File: config.mk
export PLATFORM = sky130hd
export DESIGN_NAME = cms_trace_gate_flat
export DESIGN_NICKNAME = d
export VERILOG_FILES = /design/src/rtl/cms_trace_gate_pkg.sv /design/src/rtl/cms_trace_gate_if.sv /design/src/rtl/cms_sync_fifo.sv /design/src/rtl/cms_trace_gate.sv /design/src/flat_wrapper.sv
export SDC_FILE = /design/constraint.sdc
export NUM_CORES = 2
export LEC_CHECK = 0
export BUFFER_PORTS_ARGS = -buffer_cell sky130_fd_sc_hd__buf_2
export CAP_MARGIN = 25
export CELL_PAD_IN_SITES_DETAIL_PLACEMENT = 1
export CELL_PAD_IN_SITES_GLOBAL_PLACEMENT = 1
export CORE_MARGIN = 3
export CORE_UTILIZATION = 47
export CTS_CLUSTER_SIZE = 12
export DETAILED_ROUTE_END_ITERATION = 7
export GPL_ROUTABILITY_DRIVEN = 0
export GPL_TIMING_DRIVEN = 0
export PLACE_DENSITY = 0.81
export SLEW_MARGIN = 5
export SYNTH_ARGS = -nofsm -noshare
export SYNTH_HDL_FRONTEND = slang
export SYNTH_SLANG_ARGS = --single-unit
File: constraint.sdc
create_clock -name clk -period 7.2 [get_ports clk]
set_input_delay 0.36 -clock clk [delete_from_list [all_inputs] [get_ports clk]]
set_output_delay 0.36 -clock clk [all_outputs]
set_load 0.1 [all_outputs]
File: src/rtl/cms_trace_gate_pkg.sv
// Shared types and constants for the instruction-trace gate: FSM states,
// control-address function codes and the WFI encoding.
package cms_trace_gate_pkg;

  typedef enum logic [1:0] {
    ARMED   = 2'd0,
    TRACING = 2'd1,
    HALTED  = 2'd2
  } gate_state_e;

  // Upper nibble of ctrl_addr selects the function, lower nibble the index.
  localparam logic [3:0] FN_RANGE_LO   = 4'h0;
  localparam logic [3:0] FN_RANGE_HI   = 4'h1;
  localparam logic [3:0] FN_RANGE_CFG  = 4'h2;
  localparam logic [3:0] FN_TRIG_START = 4'h3;
  localparam logic [3:0] FN_TRIG_END   = 4'h4;
  localparam logic [3:0] FN_TRIG_EN    = 4'h5;
  localparam logic [3:0] FN_CMD        = 4'h6;

  localparam logic [3:0] CMD_REARM       = 4'h0;
  localparam logic [3:0] CMD_CLEAR_DROPS = 4'h1;

  localparam logic [31:0] WFI_INSTRUCTION = 32'h1050_0073;

endpackage

File: src/rtl/cms_trace_gate_if.sv
// Trace packet stream between the gate and its sink (valid/ready handshake).
interface cms_trace_gate_if #(
  parameter int XLEN        = 64,
  parameter int INSTR_WIDTH = 32,
  parameter int DELTA_WIDTH = 32
);
  logic                   out_valid;
  logic                   out_ready;
  logic [XLEN-1:0]        out_pc;
  logic [INSTR_WIDTH-1:0] out_instr;
  logic [DELTA_WIDTH-1:0] out_delta;
  logic                   out_ovf;
  logic                   out_last;

  modport master (
    output out_valid, out_pc, out_instr, out_delta, out_ovf, out_last,
    input  out_ready
  );

  modport slave (
    input  out_valid, out_pc, out_instr, out_delta, out_ovf, out_last,
    output out_ready
  );
endinterface

File: src/rtl/cms_sync_fifo.sv
// Single-clock FIFO with registered storage; accepts a push while full when
// a pop happens in the same cycle. Storage is cleared on reset.
module cms_sync_fifo #(
  parameter int WIDTH = 8,
  parameter int DEPTH = 8
) (
  input  logic             clk,
  input  logic             rst,
  input  logic             push,
  input  logic [WIDTH-1:0] push_data,
  input  logic             pop,
  output logic [WIDTH-1:0] pop_data,
  output logic             full,
  output logic             empty
);
  localparam int AW = $clog2(DEPTH);

  logic [WIDTH-1:0] mem_r [DEPTH];
  logic [AW-1:0]    wr_ptr_r;
  logic [AW-1:0]    rd_ptr_r;
  logic [AW:0]      count_r;
  logic             push_ok_s;
  logic             pop_ok_s;

  // Qualify the requests against the occupancy flags.
  always_comb begin
    pop_ok_s  = pop && !empty;
    push_ok_s = push && (!full || pop_ok_s);
  end

  // Storage, pointers and occupancy count.
  always_ff @(posedge clk) begin
    if (rst) begin
      wr_ptr_r <= '0;
      rd_ptr_r <= '0;
      count_r  <= '0;
      for (int i = 0; i < DEPTH; i++) begin
        mem_r[i] <= '0;
      end
    end else begin
      if (push_ok_s) begin
        mem_r[wr_ptr_r] <= push_data;
        wr_ptr_r        <= wr_ptr_r + AW'(1);
      end else begin
        wr_ptr_r <= wr_ptr_r;
      end
      if (pop_ok_s) begin
        rd_ptr_r <= rd_ptr_r + AW'(1);
      end else begin
        rd_ptr_r <= rd_ptr_r;
      end
      case ({push_ok_s, pop_ok_s})
        2'b10:   count_r <= count_r + (AW+1)'(1);
        2'b01:   count_r <= count_r - (AW+1)'(1);
        default: count_r <= count_r;
      endcase
    end
  end

  assign full     = (count_r == (AW+1)'(DEPTH));
  assign empty    = (count_r == (AW+1)'(0));
  assign pop_data = mem_r[rd_ptr_r];

endmodule

File: src/rtl/cms_trace_gate.sv
// Instruction-trace gate: start/end triggered trace window, address-range
// filtering, timestamp deltas and a buffered packet stream with drop tracking.
module cms_trace_gate
  import cms_trace_gate_pkg::*;
#(
  parameter int XLEN         = 64,
  parameter int INSTR_WIDTH  = 32,
  parameter int NUM_RANGES   = 4,
  parameter int NUM_TRIGGERS = 2,
  parameter int FIFO_DEPTH   = 8,
  parameter int DELTA_WIDTH  = 32,
  parameter int DROP_WIDTH   = 16
) (
  input  logic                   clk,
  input  logic                   rst,
  input  logic [XLEN-1:0]        pc,
  input  logic [INSTR_WIDTH-1:0] instr,
  input  logic                   pc_valid,
  input  logic                   en,
  input  logic [7:0]             ctrl_addr,
  input  logic [XLEN-1:0]        ctrl_wdata,
  input  logic                   ctrl_we,
  cms_trace_gate_if.master       pkt,
  output logic [DROP_WIDTH-1:0]  dropped_count,
  output logic [1:0]             gate_state
);
  localparam int PKT_W = XLEN + INSTR_WIDTH + DELTA_WIDTH + 2;

  // S1 copy of the retire port
  logic                   s1_valid_r;
  logic [XLEN-1:0]        s1_pc_r;
  logic [INSTR_WIDTH-1:0] s1_instr_r;

  // Filter and trigger configuration
  logic [XLEN-1:0]         lo_r       [NUM_RANGES];
  logic [XLEN-1:0]         hi_r       [NUM_RANGES];
  logic [NUM_RANGES-1:0]   rng_en_r;
  logic [NUM_RANGES-1:0]   rng_excl_r;
  logic [XLEN-1:0]         start_r    [NUM_TRIGGERS];
  logic [XLEN-1:0]         end_r      [NUM_TRIGGERS];
  logic [NUM_TRIGGERS-1:0] start_en_r;
  logic [NUM_TRIGGERS-1:0] end_en_r;

  gate_state_e state_r;
  gate_state_e state_nxt_s;

  logic [DELTA_WIDTH-1:0] since_r;
  logic                   first_r;
  logic [DROP_WIDTH-1:0]  dropped_count_r;
  logic                   ovf_pend_r;

  logic [3:0]             ctrl_fn_s;
  logic [3:0]             ctrl_idx_s;
  logic                   rearm_s;
  logic                   clr_drops_s;
  logic                   incl_any_s;
  logic                   incl_hit_s;
  logic                   excl_hit_s;
  logic                   range_pass_s;
  logic                   start_any_s;
  logic                   start_hit_s;
  logic                   end_hit_s;
  logic                   trig_start_s;
  logic                   trig_end_s;
  logic                   eligible_s;
  logic                   last_s;
  logic                   accept_s;
  logic                   pop_s;
  logic                   drop_s;
  logic                   push_s;
  logic [DELTA_WIDTH-1:0] delta_s;
  logic [PKT_W-1:0]       push_data_s;
  logic [PKT_W-1:0]       pop_data_s;
  logic                   fifo_full_s;
  logic                   fifo_empty_s;

  // S1 pipeline register: every decision below is made on these values.
  always_ff @(posedge clk) begin
    if (rst) begin
      s1_valid_r <= 1'b0;
      s1_pc_r    <= '0;
      s1_instr_r <= '0;
    end else begin
      s1_valid_r <= pc_valid;
      s1_pc_r    <= pc;
      s1_instr_r <= instr;
    end
  end

  // Control address decode for the command-style writes.
  always_comb begin
    ctrl_fn_s   = ctrl_addr[7:4];
    ctrl_idx_s  = ctrl_addr[3:0];
    rearm_s     = ctrl_we && (ctrl_addr == {FN_CMD, CMD_REARM});
    clr_drops_s = ctrl_we && (ctrl_addr == {FN_CMD, CMD_CLEAR_DROPS});
  end

  // Configuration registers; indices beyond the instantiated count never match.
  always_ff @(posedge clk) begin
    if (rst) begin
      rng_en_r   <= '0;
      rng_excl_r <= '0;
      start_en_r <= '0;
      end_en_r   <= '0;
      for (int i = 0; i < NUM_RANGES; i++) begin
        lo_r[i] <= '0;
        hi_r[i] <= '1;
      end
      for (int j = 0; j < NUM_TRIGGERS; j++) begin
        start_r[j] <= '0;
        end_r[j]   <= '0;
      end
    end else if (ctrl_we) begin
      for (int i = 0; i < NUM_RANGES; i++) begin
        if (ctrl_idx_s == 4'(i)) begin
          case (ctrl_fn_s)
            FN_RANGE_LO:  lo_r[i] <= ctrl_wdata;
            FN_RANGE_HI:  hi_r[i] <= ctrl_wdata;
            FN_RANGE_CFG: begin
              rng_en_r[i]   <= ctrl_wdata[0];
              rng_excl_r[i] <= ctrl_wdata[1];
            end
            default: lo_r[i] <= lo_r[i];
          endcase
        end
      end
      for (int j = 0; j < NUM_TRIGGERS; j++) begin
        if (ctrl_idx_s == 4'(j)) begin
          case (ctrl_fn_s)
            FN_TRIG_START: start_r[j] <= ctrl_wdata;
            FN_TRIG_END:   end_r[j]   <= ctrl_wdata;
            default:       start_r[j] <= start_r[j];
          endcase
        end
      end
      if (ctrl_addr == {FN_TRIG_EN, 4'h0}) begin
        start_en_r <= ctrl_wdata[NUM_TRIGGERS-1:0];
        end_en_r   <= ctrl_wdata[2*NUM_TRIGGERS-1:NUM_TRIGGERS];
      end else begin
        start_en_r <= start_en_r;
      end
    end else begin
      rng_en_r <= rng_en_r;
    end
  end

  // Range filter and trigger comparators on the S1 PC.
  always_comb begin
    incl_any_s  = 1'b0;
    incl_hit_s  = 1'b0;
    excl_hit_s  = 1'b0;
    start_any_s = |start_en_r;
    start_hit_s = 1'b0;
    end_hit_s   = 1'b0;
    for (int i = 0; i < NUM_RANGES; i++) begin
      incl_any_s = incl_any_s | (rng_en_r[i] & ~rng_excl_r[i]);
      incl_hit_s = incl_hit_s | (rng_en_r[i] & ~rng_excl_r[i] &
                                 (s1_pc_r >= lo_r[i]) & (s1_pc_r <= hi_r[i]));
      excl_hit_s = excl_hit_s | (rng_en_r[i] & rng_excl_r[i] &
                                 (s1_pc_r >= lo_r[i]) & (s1_pc_r <= hi_r[i]));
    end
    for (int j = 0; j < NUM_TRIGGERS; j++) begin
      start_hit_s = start_hit_s | (start_en_r[j] & (s1_pc_r == start_r[j]));
      end_hit_s   = end_hit_s   | (end_en_r[j]   & (s1_pc_r == end_r[j]));
    end
    range_pass_s = (!incl_any_s || incl_hit_s) && !excl_hit_s;
    trig_start_s = s1_valid_r && start_hit_s;
    trig_end_s   = s1_valid_r &&
                   (end_hit_s || (s1_instr_r == INSTR_WIDTH'(WFI_INSTRUCTION)));
  end

  // FSM state register.
  always_ff @(posedge clk) begin
    if (rst) begin
      state_r <= ARMED;
    end else begin
      state_r <= state_nxt_s;
    end
  end

  // FSM next state; ARMED without any start trigger tracks like TRACING.
  always_comb begin
    state_nxt_s = state_r;
    if (rearm_s) begin
      state_nxt_s = ARMED;
    end else begin
      case (state_r)
        ARMED: begin
          if (start_any_s) begin
            state_nxt_s = trig_start_s ? TRACING : ARMED;
          end else begin
            state_nxt_s = trig_end_s ? HALTED : ARMED;
          end
        end
        TRACING: state_nxt_s = trig_end_s ? HALTED : TRACING;
        HALTED:  state_nxt_s = HALTED;
        default: state_nxt_s = ARMED;
      endcase
    end
  end

  // FSM outputs: eligibility of the S1 sample and its end-of-window mark.
  always_comb begin
    eligible_s = 1'b0;
    last_s     = 1'b0;
    case (state_r)
      ARMED: begin
        if (start_any_s) begin
          eligible_s = trig_start_s;
          last_s     = 1'b0;
        end else begin
          eligible_s = 1'b1;
          last_s     = trig_end_s;
        end
      end
      TRACING: begin
        eligible_s = 1'b1;
        last_s     = trig_end_s;
      end
      HALTED:  eligible_s = 1'b0;
      default: eligible_s = 1'b0;
    endcase
  end

  // Acceptance, drop and push decisions for the S1 sample.
  always_comb begin
    accept_s    = s1_valid_r && en && eligible_s && range_pass_s;
    pop_s       = !fifo_empty_s && pkt.out_ready;
    drop_s      = accept_s && fifo_full_s && !pop_s;
    push_s      = accept_s && !drop_s;
    delta_s     = first_r ? '0 : since_r;
    push_data_s = {s1_pc_r, s1_instr_r, delta_s, ovf_pend_r, last_s};
  end

  // Delta reference: dropped samples still count as accepted.
  always_ff @(posedge clk) begin
    if (rst) begin
      since_r <= '0;
      first_r <= 1'b1;
    end else begin
      if (rearm_s) begin
        first_r <= 1'b1;
      end else if (accept_s) begin
        first_r <= 1'b0;
      end else begin
        first_r <= first_r;
      end
      if (accept_s) begin
        since_r <= DELTA_WIDTH'(1);
      end else if (since_r != '1) begin
        since_r <= since_r + DELTA_WIDTH'(1);
      end else begin
        since_r <= since_r;
      end
    end
  end

  // Drop counter and the overflow mark carried by the next pushed packet.
  always_ff @(posedge clk) begin
    if (rst) begin
      dropped_count_r <= '0;
      ovf_pend_r      <= 1'b0;
    end else begin
      if (clr_drops_s) begin
        dropped_count_r <= '0;
      end else if (drop_s && (dropped_count_r != '1)) begin
        dropped_count_r <= dropped_count_r + DROP_WIDTH'(1);
      end else begin
        dropped_count_r <= dropped_count_r;
      end
      if (drop_s) begin
        ovf_pend_r <= 1'b1;
      end else if (push_s) begin
        ovf_pend_r <= 1'b0;
      end else begin
        ovf_pend_r <= ovf_pend_r;
      end
    end
  end

  cms_sync_fifo #(
    .WIDTH (PKT_W),
    .DEPTH (FIFO_DEPTH)
  ) u_fifo (
    .clk       (clk),
    .rst       (rst),
    .push      (push_s),
    .push_data (push_data_s),
    .pop       (pop_s),
    .pop_data  (pop_data_s),
    .full      (fifo_full_s),
    .empty     (fifo_empty_s)
  );

  assign pkt.out_valid = !fifo_empty_s;
  assign {pkt.out_pc, pkt.out_instr, pkt.out_delta, pkt.out_ovf, pkt.out_last} = pop_data_s;
  assign dropped_count = dropped_count_r;
  assign gate_state    = state_r;

endmodule

File: src/flat_wrapper.sv
// flat-port wrapper written by rule: the top's interface ports become plain ports
module cms_trace_gate_flat import cms_trace_gate_pkg::*;
#(
  parameter int XLEN         = 64,
  parameter int INSTR_WIDTH  = 32,
  parameter int NUM_RANGES   = 4,
  parameter int NUM_TRIGGERS = 2,
  parameter int FIFO_DEPTH   = 8,
  parameter int DELTA_WIDTH  = 32,
  parameter int DROP_WIDTH   = 16
)
  (clk, rst, pc, instr, pc_valid, en, ctrl_addr, ctrl_wdata, ctrl_we, dropped_count, gate_state, pkt_out_valid, pkt_out_pc, pkt_out_instr, pkt_out_delta, pkt_out_ovf, pkt_out_last, pkt_out_ready);
  cms_trace_gate_if #(.XLEN(XLEN), .INSTR_WIDTH(INSTR_WIDTH), .DELTA_WIDTH(DELTA_WIDTH)) pkt_i ();
  input  logic clk;
  input  logic rst;
  input  logic [XLEN-1:0] pc;
  input  logic [INSTR_WIDTH-1:0] instr;
  input  logic pc_valid;
  input  logic en;
  input  logic [7:0] ctrl_addr;
  input  logic [XLEN-1:0] ctrl_wdata;
  input  logic ctrl_we;
  output logic [DROP_WIDTH-1:0] dropped_count;
  output logic [1:0] gate_state;
  output wire logic [$bits(pkt_i.out_valid)-1:0] pkt_out_valid;
  output wire logic [$bits(pkt_i.out_pc)-1:0] pkt_out_pc;
  output wire logic [$bits(pkt_i.out_instr)-1:0] pkt_out_instr;
  output wire logic [$bits(pkt_i.out_delta)-1:0] pkt_out_delta;
  output wire logic [$bits(pkt_i.out_ovf)-1:0] pkt_out_ovf;
  output wire logic [$bits(pkt_i.out_last)-1:0] pkt_out_last;
  input wire logic [$bits(pkt_i.out_ready)-1:0] pkt_out_ready;
  assign pkt_out_valid = pkt_i.out_valid;
  assign pkt_out_pc = pkt_i.out_pc;
  assign pkt_out_instr = pkt_i.out_instr;
  assign pkt_out_delta = pkt_i.out_delta;
  assign pkt_out_ovf = pkt_i.out_ovf;
  assign pkt_out_last = pkt_i.out_last;
  assign pkt_i.out_ready = pkt_out_ready;
  cms_trace_gate #(.XLEN(XLEN), .INSTR_WIDTH(INSTR_WIDTH), .NUM_RANGES(NUM_RANGES), .NUM_TRIGGERS(NUM_TRIGGERS), .FIFO_DEPTH(FIFO_DEPTH), .DELTA_WIDTH(DELTA_WIDTH), .DROP_WIDTH(DROP_WIDTH)) u_core (.clk(clk), .rst(rst), .pc(pc), .instr(instr), .pc_valid(pc_valid), .en(en), .ctrl_addr(ctrl_addr), .ctrl_wdata(ctrl_wdata), .ctrl_we(ctrl_we), .pkt(pkt_i), .dropped_count(dropped_count), .gate_state(gate_state));
endmodule
==> impl_metrics.ini <==
[critical_path]
cp_data_arrival_time_ns = 7.69
timing.rr.end = u_core.u_fifo.mem_r[3][82]
critPathCapture = u_core.u_fifo.mem_r[3][82]
crit_buf_inv = 6
critPathLaunch = u_core.s1_pc_r[38]
max_stage_delay_ns = 0.96
cp-start-kind = flop
crit_fanout = 47
slowest_stage = dfxtp_1
end_kind = flop
rr_worst_depth = 18
worstPathRequired_ns = 7.77
r2r_slack_ns = 0.07
crit_type = reg2reg
cp_num_cells = 18
crit-reg2reg-launch = u_core.s1_pc_r[38]
path_delay_family = simple AND/OR/NAND/NOR gates
path_cells = ha_1 > nand4_1 > nor4_1 > nand2_1 > nor3_1 > nor4_1 > a21bo_2 > nand4_1 > nand4b_4 > nor3_4 > buf_6 > nand3_2 > buf_2 > buf_6 > nand2_4 > buf_16 > buf_16 > buf_12

[power_and_ir_drop]
power_density_mw_per_mm2 = 271
p_seq_share_pct = 45.1
report.power.total_uw = 29700
swShare_pct = 30.0
max-vdd-ir-drop_v = 0.000269
pwr-share-clk_pct = 35.7
p_switching_uw = 8900
combPwrFrac_pct = 19.1
p_int_uw = 20800
leakagePower_uw = 0.0422

[logic_synthesis]
synth_ff_type = edfxtp_1
ys_ff_latch = 1982
synth_area_sq_mm = 0.0948
synth_edf_count = 1808
synthTopCellsByArea = edfxtp_1 (57%), ha_1 (6.9%), mux4_2 (6.2%), and2_1 (5.5%), dfxtp_1 (3.7%)
yosysTopAreaCellShare_pct = 57.3
synth_warnings = 0
synth_cell_types = 79
asyncSetResetFlopFracSynth_pct = 0
yosysTopAreaCell = edfxtp_1
syn_nets = 7885
yosysSeqAreaShare_pct = 61.0
syn_area_per_cell_sq_um = 13.2
netlist_instances = 7191

[sta]
hold_viol_final = 0
tightest_slew_ns = 1.18
setup_viol = 0
rsz0062_at_grt = false
clock_skew_ns = 0.0803
setup_tns_ns = 0
period_share_pct = 99.0
slew_headroom_pct = 21.0
period_needed_ns = 7.13
timing.fmax_mhz = 140
drv_slew = 0

[global_routing]
grt_pass1_vias = 69000
grt_pass1_wl_um = 464000
antenna_found_initial = 35
grt_max_degree = 63
grtUsageTotal_pct = 31.0
gr-total-overflow = 0

[die]
die_w_um = 455
ios = 323
core_area_sq_mm = 0.200
die-area_sq_mm = 0.207
start_util_pct = 47.4
dieHeight_um = 455
rows = 164

[routing]
routed_wl_um = 325000
drt-wirelength-per-cell_um = 30.1
drc = 0
avgViaCountPerCell = 5.96
vias = 64300
dr.pass1.iters = 8
drt_iter0_drc = 6558
ant_nets = 0

[placement]
dp_cells = 10200
port_buffers = 321
dp_hpwl_um = 224000

[clock_tree]
clk_pin_slew_ns = 0.06
ctsHtreeMaxLevel = 4
clock_latency_ns = 0.90
root_buffer = clkbuf_16
cts_buffers = 208
clock_sinks = 1982
cts_tree = done
cts_max_path_buffers = 3

[layout]
syn_to_final_growth_pct = 15.7
layout-drive-gt1-share_pct = 15.5
stdcell_count = 10800
fin_nets = 8632

[worst_hold_path]
min_path_type = in2reg
worstHoldPathCells = 2

[job]
cap_viol_max_count = 0

[run_status]
status = finished, final reports clean
[worst min-delay path by stage]
stage | startpoint | to | slack (ns)
2_1_floorplan | u_core.rng_excl_r[1] | u_core.rng_excl_r[1] | 0.44
6_report | instr[30] | u_core.s1_instr_r[30] | 0.02
4_1_cts | ctrl_wdata[19] | u_core.hi_r[0][19] | 0.002
3_5_place_dp | u_core.rng_en_r[3] | u_core.rng_en_r[3] | 0.47
5_1_grt | instr[30] | u_core.s1_instr_r[30] | -0.002
3_3_place_gp | u_core.rng_excl_r[3] | u_core.rng_excl_r[3] | 0.46
[kinds of logic (layout without fill, tap and decap cells)]
group	after synthesis	count (layout)	share of synthesized area [%]
xor+xnor	223	223	2.06
fa+ha+maj	520	520	6.87
flops	1982	1982	61.0
compound gates	543	543	3.60
other cells	0	12	0
buf+inv	938	1861	3.96
mux	401	401	7.84
simple gates	2584	2584	14.7
[synthesized netlist by cell type, types with 24 or more instances]
library cell,instances
nor2b_1,109
nand2_1,186
nand3_1,81
xor2_1,57
dfxtp_1,174
inv_1,556
mux4_2,260
nor3_1,32
o21ai_0,89
nand4_1,144
and2_1,830
nor2_1,733
buf_1,57
nor4_1,47
clkbuf_1,213
mux2_2,130
a21oi_1,225
ha_1,519
edfxtp_1,1808
nand2b_1,321
clkbuf_2,42
a221oi_1,24
a21o_1,61
xnor2_1,166
and3_1,34
[timing repair]
item,4_1_cts,5_1_grt
pin swaps,1,0
buffers inserted,1,3
gates cloned,0,0
setup endpoints to repair,984,135
resized for setup,24,4
hold buffers,111,0
endpoints found under the hold margin,129,0
[flip-flops by register name, summed over array words and instances (netlist names), 32 cells and up, named ones only]
| signal | count |
|---|---|
| u_core.start_r | 128 |
| u_core.s1_instr_r | 32 |
| u_core.hi_r | 256 |
| u_core.end_r | 128 |
| u_core.u_fifo.mem_r | 1040 |
| u_core.s1_pc_r | 64 |
| u_core.lo_r | 256 |
| u_core.since_r | 32 |
[per-stage QoR]
stage	util, %	hold WS [ns]	setup slack (ns)	area [sq um]
floorplan	-	0.440	0.401	94800
global placement	49.8	0.456	-7.29	99700
detailed placement	50.7	0.470	-0.852	101000
CTS	54.6	0.00228	0.0816	109000
global route	54.8	-0.00211	0.0128	110000
finish	54.8	0.0232	0.0712	110000
[layout make-up]
cell class	instances	area, sq um
fillers	19800	90400
flip-flops and latches	1982	57800
multi-input cells	4271	33500
clock buffers	324	5970
repair buffers	538	4620
well taps	2656	3320
inverters	580	2180
plain buffers	357	1580
clock inverters	62	659
diodes	12	30.0
[power groups by stage]
stage	Combinational [uW]	Clock, uW	Sequential (uW)
final	5680	10600	13400
after global routing	5950	11100	13400
after CTS	5540	10600	13400
after detailed placement	5430	0	13600
after global placement	5100	0	13700
after floorplan	3840	0	13500
[cell usage in the layout (no fill, tap or decap), drive strengths merged, types with 174 or more instances in the layout]
cell type | Yosys | layout
nand2b | 321 | 321
clkbuf | 255 | 579
nor2 | 733 | 733
inv | 560 | 561
edfxtp | 1808 | 1808
mux4 | 260 | 260
a21oi | 225 | 225
buf | 103 | 529
nand2 | 186 | 186
and2 | 830 | 830
ha | 519 | 519
dfxtp | 174 | 174
[metal layers]
layer  vias up  global-route usage [%]  part of all wire, %
li1      27100                       -                    -
met4        14                    18.3                  6.7
met1     32900                    35.9                   35
met5         -                       0                0.026
met3       915                    5.56                  7.9
met2      3235                    53.7                   50
(Power assumes the default switching activity.)
